File: src/rtl/note_priority_arbiter.sv
// Last-note-priority keyboard arbiter: tracks key presses in press order and
// publishes the most recently pressed, still-held key at each sample tick.
module note_priority_arbiter #(
   parameter int NUM_KEYS = 12,
   parameter int IDX_W    = 4
) (
   input  logic                clk,
   input  logic                rst,
   input  logic [NUM_KEYS-1:0] keys,
   input  logic                sample_tick,
   output logic [IDX_W-1:0]    note_idx,
   output logic                gate,
   output logic                note_change,
   output logic [IDX_W:0]      held_count
);

   localparam int DW = IDX_W + 1;

   logic [NUM_KEYS-1:0] tracked_q, tracked_d;
   logic [IDX_W-1:0]    stack_q [NUM_KEYS];
   logic [IDX_W-1:0]    stack_d [NUM_KEYS];
   logic [DW-1:0]       depth_q, depth_d;
   logic [IDX_W-1:0]    note_idx_q, note_idx_d;
   logic                gate_q, gate_d;
   logic                note_change_q, note_change_d;

   logic                ev_valid;
   logic                ev_press;
   logic [IDX_W-1:0]    ev_idx;
   logic [NUM_KEYS-1:0] ev_onehot;
   logic [IDX_W-1:0]    top;

   // Lowest-index key whose level differs from what has been processed.
   always_comb begin
      ev_valid  = 1'b0;
      ev_press  = 1'b0;
      ev_idx    = '0;
      ev_onehot = '0;
      for (int unsigned i = 0; i < NUM_KEYS; i++) begin
         if (!ev_valid && (keys[i] != tracked_q[i])) begin
            ev_valid     = 1'b1;
            ev_press     = keys[i];
            ev_idx       = IDX_W'(i);
            ev_onehot[i] = 1'b1;
         end
      end
   end

   always_comb begin
      top = '0;
      for (int unsigned j = 0; j < NUM_KEYS; j++) begin
         if (DW'(j + 1) == depth_q) top = stack_q[j];
      end
   end

   always_comb begin
      logic shift_on;
      shift_on      = 1'b0;
      tracked_d     = tracked_q;
      stack_d       = stack_q;
      depth_d       = depth_q;
      note_idx_d    = note_idx_q;
      gate_d        = gate_q;
      note_change_d = 1'b0;

      // Tick looks only at registered stack state, so a coincident event waits.
      if (sample_tick) begin
         if (depth_q != '0) begin
            note_change_d = !gate_q || (note_idx_q != top);
            note_idx_d    = top;
            gate_d        = 1'b1;
         end else begin
            gate_d = 1'b0;
         end
      end

      if (ev_valid) begin
         tracked_d = tracked_q ^ ev_onehot;
         if (ev_press) begin
            for (int unsigned j = 0; j < NUM_KEYS; j++) begin
               if (DW'(j) == depth_q) stack_d[j] = ev_idx;
            end
            depth_d = depth_q + DW'(1);
         end else begin
            // Entries at and above the released key slide down by one; the
            // slot above the old top is already zero, so the last slot clears.
            for (int unsigned j = 0; j < NUM_KEYS - 1; j++) begin
               if (!shift_on && (DW'(j) < depth_q) && (stack_q[j] == ev_idx))
                  shift_on = 1'b1;
               if (shift_on) stack_d[j] = stack_q[j + 1];
            end
            stack_d[NUM_KEYS-1] = '0;
            depth_d = depth_q - DW'(1);
         end
      end
   end

   always_ff @(posedge clk or posedge rst) begin
      if (rst) begin
         tracked_q     <= '0;
         depth_q       <= '0;
         note_idx_q    <= '0;
         gate_q        <= 1'b0;
         note_change_q <= 1'b0;
         for (int unsigned j = 0; j < NUM_KEYS; j++) stack_q[j] <= '0;
      end else begin
         tracked_q     <= tracked_d;
         depth_q       <= depth_d;
         note_idx_q    <= note_idx_d;
         gate_q        <= gate_d;
         note_change_q <= note_change_d;
         stack_q       <= stack_d;
      end
   end

   assign note_idx    = note_idx_q;
   assign gate        = gate_q;
   assign note_change = note_change_q;
   assign held_count  = depth_q;

endmodule

File: config.mk
export PLATFORM = sky130hd
export DESIGN_NAME = note_priority_arbiter
export DESIGN_NICKNAME = d
export VERILOG_FILES = /design/src/rtl/note_priority_arbiter.sv
export SDC_FILE = /design/constraint.sdc
export NUM_CORES = 1
export LEC_CHECK = 0
export ABC_AREA = 1
export BUFFER_PORTS_ARGS = -buffer_cell sky130_fd_sc_hd__buf_2
export CORE_ASPECT_RATIO = 1.4
export CORE_MARGIN = 3
export CORE_UTILIZATION = 44
export DETAILED_ROUTE_END_ITERATION = 7
export PLACE_DENSITY = 0.67
export REMOVE_ABC_BUFFERS = 1
export SYNTH_ARGS = -nofsm -noshare
export SYNTH_HDL_FRONTEND = slang
export SYNTH_SLANG_ARGS = --single-unit
File: constraint.sdc
create_clock -name clk -period 3.7 [get_ports clk]
set_input_delay 0 -clock clk [delete_from_list [all_inputs] [get_ports clk]]
set_output_delay 0 -clock clk [all_outputs]
set_load 0.01 [all_outputs]
==> metrics.md <==
| Metric | Value |
|---|---|
| Critical Path Start Type | `flop` |
| Worst Setup Path Type | `reg2reg` |
| H-tree levels | `3` |
| Core Footprint | `0.0114 mm2` |
| Skew final | `0.00953 ns` |
| Fmax | `295 MHz` |
| DP Wirelength | `11100 um` |
| Worst slew margin | `0.328` |
| Overflow after GRT | `0` |
| EDFF count, synth | `0` |
| Final Worst Setup Slack | `0.311 ns` |
| Crit path arrival time | `3.66 ns` |
| Post-synth top cells | `nand2_1 (170), inv_1 (102), nor2_1 (79), o21ai_0 (74), dfrtp_1 (71)` |
| Port bufs | `25` |
| CP required | `3.97 ns` |
| Initial core utilization | `0.453` |
| CP Cell Sequence | `inv_1, ha_4, inv_1, nor2_4, nand4_2, nor2_4, nand4_2, nor2_4, nand3_4, nand2_8, nand2_1, nand3_1, nor3_1, nor2_2, o211ai_4, nor2_4, nand4_4, nor2_4, nand2_2, nand2_4, nor2_1, a21oi_2` |
| Post-Syn Area | `0.00516 mm2` |
| DP Worst Slack | `0.161 ns` |
| Grt met2 use | `0.392` |
| Maximum fanout along the worst path | `9` |
| Largest family of logic cells by synthesized area | `simple AND/OR/NAND/NOR gates` |
| Final setup violation count | `0` |
| Max_cap viols | `0` |
| Full die area | `about 0.013 mm2` |
| Final GP Congestion | `between 0.9 and 1` |
| Synth top area share | `0.344` |
| Hold Crit Depth | `3` |
| DR WL/cell | `16.1 um` |
| Layout Area Growth over Synthesis | `16.1%` |
| Leak | `between 2 and 3 nW` |
| Worst-margin pin slew | `roughly 1.0 ns` |
| WL final | `between 15000 and 20000 um` |
| Seq/Total Area, Yosys | `0.344` |
| Hold slack | `0.00774 ns` |
| Die H | `between 100 and 150 um` |
| Crit end category | `flop` |
| Status | `finished clean` |
| Clock transition at path regs | `0.05 ns` |
| Met1 usage | `0.279` |
| First-pass GRT wire length | `24800 um` |
| Worst min path class | `in2reg` |
| Ys flop type | `dfrtp_1` |
| Synthesized instance count | `742` |
| Root Driver | `clkbuf_16` |
| Antenna viol nets, final | `0` |
| Simple-gate share of the synthesized area | `0.288` |
| Die W | `just under 100 um` |
| Period Utilization, post-route | `0.916` |
| Placement Cell Area | `around 0.0055 mm2` |
| Largest net degree at the start of global routing | `47` |
| Number of diodes | `0` |
| Later-pin clock latency in the skew report | `0.34 ns` |
| Final #Nets | `807` |
| Most used cell, CP | `nor2_4` |
| Xor-xnor portion of the synthesized cell area | `0.0507` |
| Io pins | `26` |
| Largest stage delay, worst path | `0.35 ns` |
| Grt peak-use layer | `met2` |
| Clock tree buffer depth | `2` |
| Via-to-Cell Ratio | `5.58` |
| Adder-cell share of the synthesized area | `0.0145` |
| Area leader, netlist | `dfrtp_1` |
| Worst VDD drop | `0.335 mV` |
| Compound-Gate Fraction of Synth Area | `0.204` |
| Starting DRT DRC Count | `about 430` |
| Post-Route Utilization | `0.526` |
| Final min period | `3.39 ns` |
| Top-count cell post-synth | `nand2_1` |
| Area contributors post-synth | `dfrtp_1 (34%), nand2_1 (12%), inv_1 (7.4%)` |
| Endpoints failing hold | `0` |
| Post-route DRC | `0` |
| Crit path buffers/inverters | `2` |
| Total number of yosys warnings | `0` |
| Total stage count of the critical path | `22` |
| CP max stage cell | `dfrtp_1` |
| GR Util met3 | `0.0437` |
| CTS Buf Count | `9` |
| Vias in the first global route | `5126` |
| Distinct cells, synth | `44` |
| Share of cells above drive strength 1 | `0.128` |
| Cells on worst reg2reg path | `22` |
| Crit path max-delay family | `simple AND/OR/NAND/NOR gates` |
| Antenna violations before repair | `0` |
| Slew Viols, Final | `0` |
| Mux contribution to synthesized area | `0.00218` |
| Rows | `46` |
| Clock sinks | `71` |
| TritonCTS clock tree | `yes` |
| Via total after detailed routing | `5210` |
| 1st-pass router iterations | `5` |
| Finished Cell Area | `0.00599 mm2` |
| Number of synthesized register bits | `between 70 and 80` |
| Total GRT Usage | `0.233` |
| Post-synth ARST share | `1.00` |
| Mean Syn Cell Area | `6.96 um2` |
| Final setup TNS | `0 ns` |
| Power Density | `1040 mW/mm2` |
[per-layer routing]
| metal | up-vias | share of wire |
|---|---|---|
| met2 | 185 | 0.50 |
| li1 | 2515 | - |
| met5 | - | 0 |
| met1 | 2457 | 0.41 |
| met3 | 53 | 0.047 |
| met4 | 0 | 0.046 |
[logic make-up (layout without fill, tap and decap cells)]
logic type,Yosys count,in the layout
xor+xnor,29,29
fa+ha+maj,6,6
simple gates,332,332
mux,1,1
flops,71,71
compound gates,178,178
buf+inv,125,173
[timing repair]
action                                 CTS  global route
endpoints found under the hold margin   55             0
setup endpoints to repair                0            41
resized for setup                        0             4
setup buffers                            0             5
hold buffers                            11             0
[power by group]
group | internal [mW] | leakage [nW] | total (mW) | switching [mW]
combinational | 1.31 | 1.97 | 3.80 | 2.49
sequential | 1.15 | 0.840 | 1.42 | 0.276
clock | 0.692 | 0.169 | 1.02 | 0.331
total | 3.14 | 2.98 | 6.24 | 3.10
[worst paths after layout]
kind	start	slack (ns)	end
max	tracked_q[0]$_DFFE_PP0P_	0.31	stack_q[15]$_DFFE_PP0P_
min	keys[11]	0.008	flop
max reg2reg	tracked_q[0]$_DFFE_PP0P_	0.31	stack_q[15]$_DFFE_PP0P_
min reg2reg	tracked_q[0]$_DFFE_PP0P_	0.47	tracked_q[0]$_DFFE_PP0P_
max in group asynchronous	rst	2.33	stack_q[30]$_DFFE_PP0P_
min in group asynchronous	rst	0.44	stack_q[0]$_DFFE_PP0P_
[stage by stage]
| stage | instances | power [mW] |
|---|---|---|
| finish | 934 | 6.24 |
| global route | 934 | 6.80 |
| CTS | 929 | 6.12 |
| detailed placement | 903 | 5.07 |
| global placement | 903 | 4.99 |
| floorplan | 724 | 4.15 |
[placed cells by master, fill, tap and decap left out, types with 2 or more instances in the layout]
cell           instances
clkbuf_8               2
buf_2                 25
inv_2                  6
o22ai_1                5
nor3_1                 2
nor2_2                 3
nand3_2                2
nand4_1                5
nand2_1              170
nand3_1               47
nor2_1                79
xor2_1                22
dfrtp_1               71
o21ai_0               74
nand4_4                2
o2111ai_1              5
nor2_4                 5
dlygate4sd3_1         11
nand4_2                3
a211oi_1               2
clkbuf_16              9
buf_4                 14
inv_1                101
xnor2_1                6
nand2_2                9
bufinv_16              3
o221ai_1               3
a31oi_1                4
a21oi_2                4
a21oi_1               58
a221oi_1               4
o211ai_1              10
o21ai_2                3
ha_1                   5
[cell type report]
class	instances	area, um2
Tap cell	144	180
Sequential cell	71	1780
Inverter	107	402
Timing Repair Buffer	51	360
Clock buffer	12	256
Multi-Input combinational cell	546	2930
Fill cell	1090	5400
Clock inverter	3	90.1
[worst min-delay path: cells and delay by family]
kind	cells	cell delay, ns
buffers and inverters	1	0.12
and+or+nand+nor	2	0.18
(Power assumes the default switching activity.)
